## src/rtl/lfsr_pkg.sv

```systemverilog
`default_nettype none
// ============================================================================
// lfsr_pkg : shared types and helpers for the LFSR sampler stage.
// Revision : 1.0
// ============================================================================
package lfsr_pkg;

    localparam int LFSR_W = 32;
    localparam int BYTE_W = 8;

    typedef enum logic [2:0] {
        IDLE  = 3'd0,
        SEED  = 3'd1,
        WARM  = 3'd2,
        RUN   = 3'd3,
        FAULT = 3'd4
    } sampler_state_t;

    function automatic logic [BYTE_W-1:0] fold32to8(input logic [LFSR_W-1:0] w);
        return w[7:0] ^ w[15:8] ^ w[23:16] ^ w[31:24];
    endfunction

endpackage
`default_nettype wire

```

## src/rtl/lfsr_sampler_byte_fifo.sv

```systemverilog
`default_nettype none
// ============================================================================
// byte_fifo : small synchronous FIFO with flush; DEPTH must be a power of two >= 2.
// Revision  : 1.0
// ============================================================================
module byte_fifo #(
    parameter int DEPTH = 4,
    parameter int W     = 8
) (
    input  logic         clk,
    input  logic         clear_n,
    input  logic         push_i,
    input  logic [W-1:0] din_i,
    input  logic         pop_i,
    input  logic         flush_i,
    output logic [W-1:0] dout_o,
    output logic         full_o,
    output logic         empty_o
);

    localparam int AW = $clog2(DEPTH);

    logic [W-1:0]  mem_q [DEPTH];
    logic [AW-1:0] wr_ptr_q;
    logic [AW-1:0] rd_ptr_q;
    logic [AW:0]   count_q;
    logic          do_push;
    logic          do_pop;

    assign full_o  = (count_q == (AW+1)'(DEPTH));
    assign empty_o = (count_q == '0);
    assign dout_o  = mem_q[rd_ptr_q];

    // A pop frees the slot in the same cycle, so push while full is taken when popping.
    assign do_pop  = pop_i && !empty_o;
    assign do_push = push_i && (!full_o || do_pop);

    always_ff @(posedge clk or negedge clear_n) begin
        if (!clear_n) begin
            wr_ptr_q <= '0;
            rd_ptr_q <= '0;
            count_q  <= '0;
            for (int i = 0; i < DEPTH; i++) begin
                mem_q[i] <= '0;
            end
        end else if (flush_i) begin
            wr_ptr_q <= '0;
            rd_ptr_q <= '0;
            count_q  <= '0;
        end else begin
            if (do_push) begin
                mem_q[wr_ptr_q] <= din_i;
                wr_ptr_q        <= wr_ptr_q + AW'(1);
            end
            if (do_pop) begin
                rd_ptr_q <= rd_ptr_q + AW'(1);
            end
            case ({do_push, do_pop})
                2'b10:   count_q <= count_q + (AW+1)'(1);
                2'b01:   count_q <= count_q - (AW+1)'(1);
                default: count_q <= count_q;
            endcase
        end
    end

endmodule
`default_nettype wire

```

## src/rtl/lfsr_sampler.sv

```systemverilog
`default_nettype none
// ============================================================================
// lfsr_sampler : sequences a ring-oscillator LFSR, samples and health-tests it,
//                and streams folded bytes through a valid/ready FIFO.
// Revision     : 1.0
// ============================================================================
module lfsr_sampler
    import lfsr_pkg::*;
#(
    parameter int SAMPLE_DIV  = 16,
    parameter int REP_LIMIT   = 4,
    parameter int SEED_CYCLES = 4,
    parameter int WARMUP      = 64,
    parameter int FIFO_DEPTH  = 4
) (
    input  logic              clk,
    input  logic              clear_n,
    input  logic              enable,
    input  logic [LFSR_W-1:0] lfsr_o,
    output logic              gen_clear,
    output logic              gen_pre,
    output logic              gen_oe,
    output logic [BYTE_W-1:0] rnd_data,
    output logic              rnd_valid,
    input  logic              rnd_ready,
    output logic              fault
);

    localparam int SEED_W = (SEED_CYCLES > 1) ? $clog2(SEED_CYCLES) : 1;
    localparam int WARM_W = (WARMUP > 1)      ? $clog2(WARMUP)      : 1;
    localparam int DIV_W  = $clog2(SAMPLE_DIV);
    localparam int REP_W  = $clog2(REP_LIMIT);

    localparam logic [SEED_W-1:0] SEED_LAST = SEED_W'(SEED_CYCLES - 1);
    localparam logic [WARM_W-1:0] WARM_LAST = WARM_W'(WARMUP - 1);
    localparam logic [DIV_W-1:0]  DIV_LAST  = DIV_W'(SAMPLE_DIV - 1);
    localparam logic [REP_W-1:0]  REP_TRIP  = REP_W'(REP_LIMIT - 2);

    sampler_state_t    state_q;
    logic [SEED_W-1:0] seed_cnt_q;
    logic [WARM_W-1:0] warm_cnt_q;
    logic [DIV_W-1:0]  div_q;
    logic [REP_W-1:0]  rep_cnt_q;
    logic [REP_W-1:0]  rep_cnt_d;
    logic [LFSR_W-1:0] prev_q;
    logic              first_q;
    logic              gen_clear_q;
    logic              gen_pre_q;
    logic              gen_oe_q;
    logic              fault_q;

    logic [LFSR_W-1:0] sync1_q;
    logic [LFSR_W-1:0] sync2_q;

    logic              capture;
    logic              same_word;
    logic              lockup;
    logic              repeat_hit;
    logic              fault_now;
    logic              fifo_push;
    logic              fifo_pop;
    logic              fifo_flush;
    logic              fifo_full;
    logic              fifo_empty;

    // Per-bit skew across generator states is tolerated; no bus-level handshake.
    always_ff @(posedge clk or negedge clear_n) begin
        if (!clear_n) begin
            sync1_q <= '0;
            sync2_q <= '0;
        end else begin
            sync1_q <= lfsr_o;
            sync2_q <= sync1_q;
        end
    end

    assign capture    = (state_q == RUN) && enable && (div_q == DIV_LAST);
    assign lockup     = (sync2_q == '0);
    assign same_word  = !first_q && (sync2_q == prev_q);
    assign repeat_hit = same_word && (rep_cnt_q == REP_TRIP);
    assign fault_now  = capture && (lockup || repeat_hit);
    assign rep_cnt_d  = same_word ? rep_cnt_q + REP_W'(1) : '0;

    assign fifo_pop   = rnd_valid && rnd_ready;
    assign fifo_push  = capture && !fault_now && (!fifo_full || fifo_pop);
    assign fifo_flush = !enable || (state_q == FAULT) || fault_now;

    always_ff @(posedge clk or negedge clear_n) begin
        if (!clear_n) begin
            state_q     <= IDLE;
            seed_cnt_q  <= '0;
            warm_cnt_q  <= '0;
            div_q       <= '0;
            rep_cnt_q   <= '0;
            prev_q      <= '0;
            first_q     <= 1'b1;
            gen_clear_q <= 1'b1;
            gen_pre_q   <= 1'b0;
            gen_oe_q    <= 1'b1;
            fault_q     <= 1'b0;
        end else if (!enable) begin
            state_q     <= IDLE;
            seed_cnt_q  <= '0;
            warm_cnt_q  <= '0;
            div_q       <= '0;
            rep_cnt_q   <= '0;
            first_q     <= 1'b1;
            gen_clear_q <= 1'b1;
            gen_pre_q   <= 1'b0;
            gen_oe_q    <= 1'b1;
            fault_q     <= 1'b0;
        end else begin
            case (state_q)
                IDLE: begin
                    state_q     <= SEED;
                    seed_cnt_q  <= '0;
                    gen_clear_q <= 1'b0;
                    gen_pre_q   <= 1'b1;
                    gen_oe_q    <= 1'b1;
                end
                SEED: begin
                    if (seed_cnt_q == SEED_LAST) begin
                        state_q    <= WARM;
                        warm_cnt_q <= '0;
                        gen_pre_q  <= 1'b0;
                        gen_oe_q   <= 1'b0;
                    end else begin
                        seed_cnt_q <= seed_cnt_q + SEED_W'(1);
                    end
                end
                WARM: begin
                    if (warm_cnt_q == WARM_LAST) begin
                        state_q   <= RUN;
                        div_q     <= '0;
                        rep_cnt_q <= '0;
                        first_q   <= 1'b1;
                    end else begin
                        warm_cnt_q <= warm_cnt_q + WARM_W'(1);
                    end
                end
                RUN: begin
                    div_q <= (div_q == DIV_LAST) ? '0 : div_q + DIV_W'(1);
                    if (fault_now) begin
                        state_q  <= FAULT;
                        gen_oe_q <= 1'b1;
                        fault_q  <= 1'b1;
                    end else if (capture) begin
                        prev_q    <= sync2_q;
                        first_q   <= 1'b0;
                        rep_cnt_q <= rep_cnt_d;
                    end
                end
                FAULT: begin
                    gen_oe_q <= 1'b1;
                    fault_q  <= 1'b1;
                end
                default: begin
                    state_q     <= IDLE;
                    gen_clear_q <= 1'b1;
                    gen_pre_q   <= 1'b0;
                    gen_oe_q    <= 1'b1;
                    fault_q     <= 1'b0;
                end
            endcase
        end
    end

    byte_fifo #(
        .DEPTH (FIFO_DEPTH),
        .W     (BYTE_W)
    ) u_fifo (
        .clk     (clk),
        .clear_n (clear_n),
        .push_i  (fifo_push),
        .din_i   (fold32to8(sync2_q)),
        .pop_i   (fifo_pop),
        .flush_i (fifo_flush),
        .dout_o  (rnd_data),
        .full_o  (fifo_full),
        .empty_o (fifo_empty)
    );

    assign rnd_valid = !fifo_empty;
    assign gen_clear = gen_clear_q;
    assign gen_pre   = gen_pre_q;
    assign gen_oe    = gen_oe_q;
    assign fault     = fault_q;

endmodule
`default_nettype wire
```

## config.mk

```make
export PLATFORM = sky130hd
export DESIGN_NAME = lfsr_sampler
export DESIGN_NICKNAME = d
export VERILOG_FILES = /design/src/rtl/lfsr_pkg.sv /design/src/rtl/lfsr_sampler_byte_fifo.sv /design/src/rtl/lfsr_sampler.sv
export SDC_FILE = /design/constraint.sdc
export NUM_CORES = 1
export LEC_CHECK = 0
export CAP_MARGIN = 20
export CORE_MARGIN = 1
export CORE_UTILIZATION = 26
export CTS_CLUSTER_DIAMETER = 120
export DETAILED_ROUTE_END_ITERATION = 8
export PLACE_DENSITY_LB_ADDON = 0.3
export SLEW_MARGIN = 5
export SYNTH_ARGS = -nofsm -noshare
export SYNTH_HDL_FRONTEND = slang
export SYNTH_SLANG_ARGS = --single-unit
```

## constraint.sdc

```tcl
create_clock -name clk -period 3.1 [get_ports clk]
set_clock_uncertainty 0.15 [all_clocks]
set_input_delay 0.465 -clock clk [delete_from_list [all_inputs] [get_ports clk]]
set_output_delay 0.465 -clock clk [all_outputs]
set_load 0.05 [all_outputs]
```

## Word level (Yosys, flattened, before mapping)

Index checks and enable logic that the tools add are counted.

- Register bits after elaboration: 157
- Output and inout bits: 13

- $add $sub $neg: 8
- Magnitude comparators: 3
- Equal/unequal tests: 27
- Mux-type cells: 49
- Bitwise operators: 7
- Reductions and logical operators: 40

Operators by type and width:

| operator | number |
|---|---|
| $bwmux 32 | 1 |
| $eq 32x32->1 | 1 |
| $logic_not 32->1 | 1 |
| $mux 8 | 3 |
| $xor 8x8->8 | 3 |
| $mux 2 | 11 |
| $ne 3x3->1 const B | 7 |
| $mux 6 | 3 |
| $bmux 8 s2 | 1 |
| $demux 8 s2 | 1 |
| $mux 3 | 5 |
| $pmux 3 s5 | 1 |
| $mux 4 | 3 |
| $pmux 6 s2 | 1 |
| $reduce_and 4->1 | 3 |
| $logic_and 1x1->1 | 11 |
| $mux 1 | 10 |
| $ne 2x2->1 const B | 5 |
| $reduce_and 2->1 | 5 |
| $ne 3x1->1 const B | 3 |
| $pmux 1 s3 | 3 |
| $add 2x1->2 const B | 4 |
| $pmux 2 s2 | 2 |
| $pmux 4 s2 | 1 |
| 25 further kinds | 45 |

## Logic depth before layout (Yosys ltp)

- Depth after elaboration: 12
- Gate-level depth with buffers: 13
- Gate-level depth less buffers: 11

## Cells and area by module

From an unflattened synthesis, not the netlist that was laid out.

- Cell total of the unflattened synthesis: 501
- Area, all modules: 6839.1 µm²

By module, submodules not included:

| module | instances | cells each | area each (µm²) | seq. area each (µm²) |
|---|---|---|---|---|
| lfsr_sampler | 1 | 356 | 4854.7 | 2956.6 |
| byte_fifo | 1 | 145 | 1984.4 | 975.9 |

## Least setup slack after synthesis

No wires, ideal clock.

- Kind: flip-flop to flip-flop
- Start: register sync2_q[23]
- End: register u_fifo.count_q[1]
- Arrival time: 3.057 ns
- Required time: 2.864 ns
- Slack: -0.194 ns
- Cell stages (with the launch flop): 13
- Period minus slack after synthesis: 3.294 ns
- Path through: dfrtp_1 xnor2_1 nand4_1 or4_4 nor4_4 or2_1 buf_6 buf_6 nand2_1 fa_1 nand4b_1 a32o_1 nor3_1

- Cells in the longest elaborated chain, start to end: 12

RTL lines:

| what | RTL line | source |
|---|---|---|
| from (decl) | lfsr_sampler.sv:53 | `logic [LFSR_W-1:0] sync2_q;` |
| from (signal assigned) | lfsr_sampler.sv:73 | `sync2_q <= sync1_q;` |
| $eq 32x32->1 | lfsr_sampler.sv:79 | `assign same_word = !first_q && (sync2_q == prev_q);` |
| $logic_and 1x1->1 | lfsr_sampler.sv:79 |  |
| $logic_and 1x1->1 | lfsr_sampler.sv:80 | `assign repeat_hit = same_word && (rep_cnt_q == REP_TRIP);` |
| $logic_or 1x1->1 * | lfsr_sampler.sv:81 | `assign fault_now = capture && (lockup \|\| repeat_hit);` |
| $logic_and 1x1->1 * | lfsr_sampler.sv:81 |  |
| $logic_not 1->1 | lfsr_sampler.sv:85 | `assign fifo_push = capture && !fault_now && (!fifo_full \|\| fifo_pop);` |
| $logic_and 1x1->1 (2 in series) | lfsr_sampler.sv:85 |  |
| $logic_and 1x1->1 | lfsr_sampler_byte_fifo.sv:36 | `assign do_push = push_i && (!full_o \|\| do_pop);` |
| $eq 2x1->1 / $eq 2x2->1 (equally long branches) | lfsr_sampler_byte_fifo.sv:58 | `case ({do_push, do_pop})` |
| $pmux 3 s2 | lfsr_sampler_byte_fifo.sv:58 |  |
| $mux 3 | lfsr_sampler_byte_fifo.sv:46 | `end else if (flush_i) begin` |
| to (signal assigned) | lfsr_sampler_byte_fifo.sv:59 | `2'b10: count_q <= count_q + (AW+1)'(1);` |
| to (signal assigned) | lfsr_sampler_byte_fifo.sv:60 | `2'b01: count_q <= count_q - (AW+1)'(1);` |
| to (signal assigned) | lfsr_sampler_byte_fifo.sv:61 | `default: count_q <= count_q;` |
| to (decl) | lfsr_sampler_byte_fifo.sv:26 | `logic [AW:0] count_q;` |

Mark *: on every way between the ends. The rest lies on a longest branch, timed or not.
A chain may end at the register's enable or synchronous reset.

## Final worst setup path

- Start: register prev_q[14]
- End: register u_fifo.count_q[2]

- Cells in the longest elaborated chain, start to end: 12

RTL lines:

| what | RTL line | source |
|---|---|---|
| from (decl) | lfsr_sampler.sv:45 | `logic [LFSR_W-1:0] prev_q;` |
| from (signal assigned) | lfsr_sampler.sv:148 | `prev_q <= sync2_q;` |
| $eq 32x32->1 * | lfsr_sampler.sv:79 |  |
| $logic_and 1x1->1 * | lfsr_sampler.sv:79 |  |
| $logic_and 1x1->1 * | lfsr_sampler.sv:80 |  |
| $logic_or 1x1->1 * | lfsr_sampler.sv:81 |  |
| $logic_and 1x1->1 * | lfsr_sampler.sv:81 |  |
| $logic_not 1->1 | lfsr_sampler.sv:85 |  |
| $logic_and 1x1->1 (2 in series) | lfsr_sampler.sv:85 |  |
| $logic_and 1x1->1 | lfsr_sampler_byte_fifo.sv:36 |  |
| $eq 2x1->1 / $eq 2x2->1 (equally long branches) | lfsr_sampler_byte_fifo.sv:58 |  |
| $pmux 3 s2 | lfsr_sampler_byte_fifo.sv:58 |  |
| $mux 3 | lfsr_sampler_byte_fifo.sv:46 |  |

Marked as above.

==> impl_metrics.csv <==
group,metric,value,unit
outcome,status,"completed",
timing,max_slew_margin,0.548,
power,sequentialPowerShare,0.479,
clock_tree,cts.clk_slew.worst_paths,0.06,ns
floorplan,dieArea,0.0264,mm^2
yosys,syn_area_per_cell,13.2,um^2
yosys,syn-cell-area,0.00671,mm^2
floorplan,fp.dieW,163,um
power,p_sw,0.00104,W
critical_path,worstPathArrival,3.10,ns
route,avgViaCountPerCell,4.44,
final_layout,antenna_cells,0,
clock_tree,postCtsSetupRepairBufs,0,
final_layout,nNetsFinal,633,
timing,min_period,2.91,ns
global_routing,grt_max_degree,75,
timing,rsz0062_at_grt,"false",
final_layout,final_common_cell,"dfrtp_1",
job,maxCapViolations,0,
yosys,synth_compound_area_frac,0.0631,
yosys,synth-adder-area-share,0.0179,
power,p_int,0.00342,W
floorplan,std_cell_rows,58,
yosys,muxShareOfSynthArea,0.135,
power,clockPowerShare,0.466,
route,routed.top_layer,"met4",
route,avgRoutedWirePerCell,14.7,um
yosys,ys_ff_latch,157,
route,dr_wl_met3,439,um
power,power_leakage,3.67,nW
route,vias,4130,
critical_path,cp_data_required_time,3.29,ns
placed_design,io_buffers,48,
yosys,synth_edf_count,0,
timing,fmax,343,MHz
timing,fin_tns_setup,0,ns
final_layout,nFillCells,2523,
floorplan,start_util,0.266,
power,powerDensity,537,mW/mm^2
timing,slew_viol_final,0,
critical_path,worst_setup_path_end_kind,"flop",
floorplan,io_pins,49,
global_routing,grt_pass1_vias,4418,
route,met1_length,6.30,mm
yosys,yosysWarnings,0,
final_layout,syn2layout_area_growth,24.0,%
floorplan,fp.dieH,163,um
power,sw_frac_of_total,0.232,
hold_path,hp-class,"reg2reg",
critical_path,path_max_fanout,5,
final_layout,final_cell_mix,"dfrtp_1 (154), mux2_2 (60), clkdlybuf4s50_1 (47), nand2_1 (29), xnor2_1 (29)",
clock_tree,clockRootBuffer,"clkbuf_16",
yosys,synthXorXnorAreaFrac,0.0705,
clock_tree,cts_tree,"built",
route,wl,13.7,mm
placed_design,hpwl,9.95,mm
yosys,async_flop_share,1.00,
floorplan,coreArea,0.0253,mm^2
clock_tree,htreeDepth,4,
final_layout,drive_above_1_share,0.243,
clock_tree,clkSinkCount,157,
timing,worst_slew_pin_slew,0.678,ns
clock_tree,clock_latency,0.42,ns
power,pwr-share-comb,0.055,
global_routing,grt.overflow.total,0,
global_routing,grt_antenna_before_repair,0,
timing,setup_viol,0,
yosys,yosysSeqAreaShare,0.586,
yosys,synth_cell_types,60,
global_routing,grt_first_pass_wirelength,23.0,mm
route,drtAntennaViolNets,0,
route,drcViolationCount,0,
global_routing,grtUsageTotal,0.113,
critical_path,path_class,"reg2reg",
timing,fin_crit_sh,0.940,
yosys,synthSimpleGateAreaFrac,0.104,
timing,hold_viol_final,0,
clock_tree,clock_path_buffers,2,
placed_design,gp_congestion,0.821,
power,peakVddDrop,0.382,mV
timing,timing.hold.ws,0.197,ns
critical_path,worstSetupStartpointType,"flop",
yosys,synth_nets,554,
route,met2_length,6.67,mm
yosys,ys.flop_type,"dfrtp_1",
yosys,synthCells,509,
clock_tree,numCtsBuffers,17,
route,drt_iter0_drc,228,
route,dr.pass1.iters,4,
yosys,synth_top_family_by_area,"multiplexers",
## cell families after synthesis
group	count (synthesis)
flip-flops	157
AND/OR/NAND/NOR	124
multiplexers	73
AO/OA/AOI/OAI	62
XOR/XNOR	54
buffers and inverters	30
adder cells (fa/ha/maj)	9
## synth_stat cells (all sizes together) (4+ instances only)
cell type  count  area, um^2
dfrtp        154        3850
mux2          62         698
nand2         33         134
xnor2         31         272
o21ai         25         125
xor2          23         201
nor2          20        75.1
inv           17        63.8
nor4          16         121
ha             8         100
mux4           8         180
nand4          8        50.1
nor2b          8        50.1
clkbuf         7        26.3
nand3          7        35.0
nor3           7        35.0
a21oi          6        30.0
buf            6        65.1
nand2b         5        31.3
nor4b          4        41.3
or2            4        25.0
## sequential cells by signal, indices dropped and copies added (netlist names)
register         flops
div_q                4
fault                1
first_q              1
gen_clear            1
gen_oe               1
gen_pre              1
prev_q              32
rep_cnt_q            2
seed_cnt_q           2
state_q              3
sync1_q             32
sync2_q             32
u_fifo.count_q       3
u_fifo.mem_q        32
u_fifo.rd_ptr_q      2
u_fifo.wr_ptr_q      2
warm_cnt_q           6
## timing repair
action,CTS,global route
resized for setup,0,2
setup endpoints to repair,0,2
hold buffers,1,0
endpoints found under the hold margin,68,0
## power groups by stage
stage / combinational [W] / clock [W] / sequential, W
final: 0.000243 / 0.00208 / 0.00214
after CTS: 0.000249 / 0.00215 / 0.00214
after global placement: 0.000241 / 0 / 0.00218
after detailed placement: 0.000247 / 0 / 0.00218
after global routing: 0.000272 / 0.00225 / 0.00214
after floorplan: 0.0000942 / 0 / 0.00217
## worst paths after layout
check,start,end,depth (start not counted),slack [ns]
worst max-delay path,prev_q[14],u_fifo.count_q[2],9,0.19
worst min-delay path,sync1_q[15],sync2_q[15],0,0.20
worst max register to register,prev_q[14],u_fifo.count_q[2],9,0.19
worst min register to register,sync1_q[15],sync2_q[15],0,0.20
max in group asynchronous,clear_n,gen_oe,3,1.46
min in group asynchronous,clear_n,sync2_q[23],2,0.48
## per-stage QoR
| stage | utilization | instances | power (W) | area (um^2) | setup WS (ns) |
|---|---|---|---|---|---|
| final | 0.329 | 931 | 0.00446 | 8310 | 0.187 |
| after global routing | 0.329 | 931 | 0.00467 | 8310 | 0.00928 |
| after CTS | 0.329 | 931 | 0.00453 | 8300 | 0.0966 |
| after detailed placement | 0.305 | 898 | 0.00242 | 7690 | 0.0651 |
| after global placement | 0.305 | 898 | 0.00242 | 7690 | 0.0900 |
| after floorplan | - | 509 | 0.00227 | 6710 | -0.00927 |
## critical path: stages (launching register included)
cell     delay, ns
dfrtp_1       0.39
xnor2_1       0.17
nand4_1       0.16
or4_4         0.58
nor4_4        0.16
or2_1         0.15
nand2_1       0.07
fa_2          0.38
or4_1         0.48
a31oi_1       0.15
## area by class of cell
class	instances	area, um^2	area share
Clock buffer	18	439	0.0528
Clock inverter	14	156	0.0188
Inverter	17	63.8	0.00768
Multi-Input combinational cell	322	2640	0.317
Sequential cell	157	3930	0.473
Tap cell	330	413	0.0497
Timing Repair Buffer	73	672	0.0808
## layer usage
metal  track usage  up-vias
met5             0        -
met4        0.0518        0
met3        0.0267       17
met2         0.180       88
met1         0.145     2060
li1              -     1965
(Power assumes the default switching activity.)
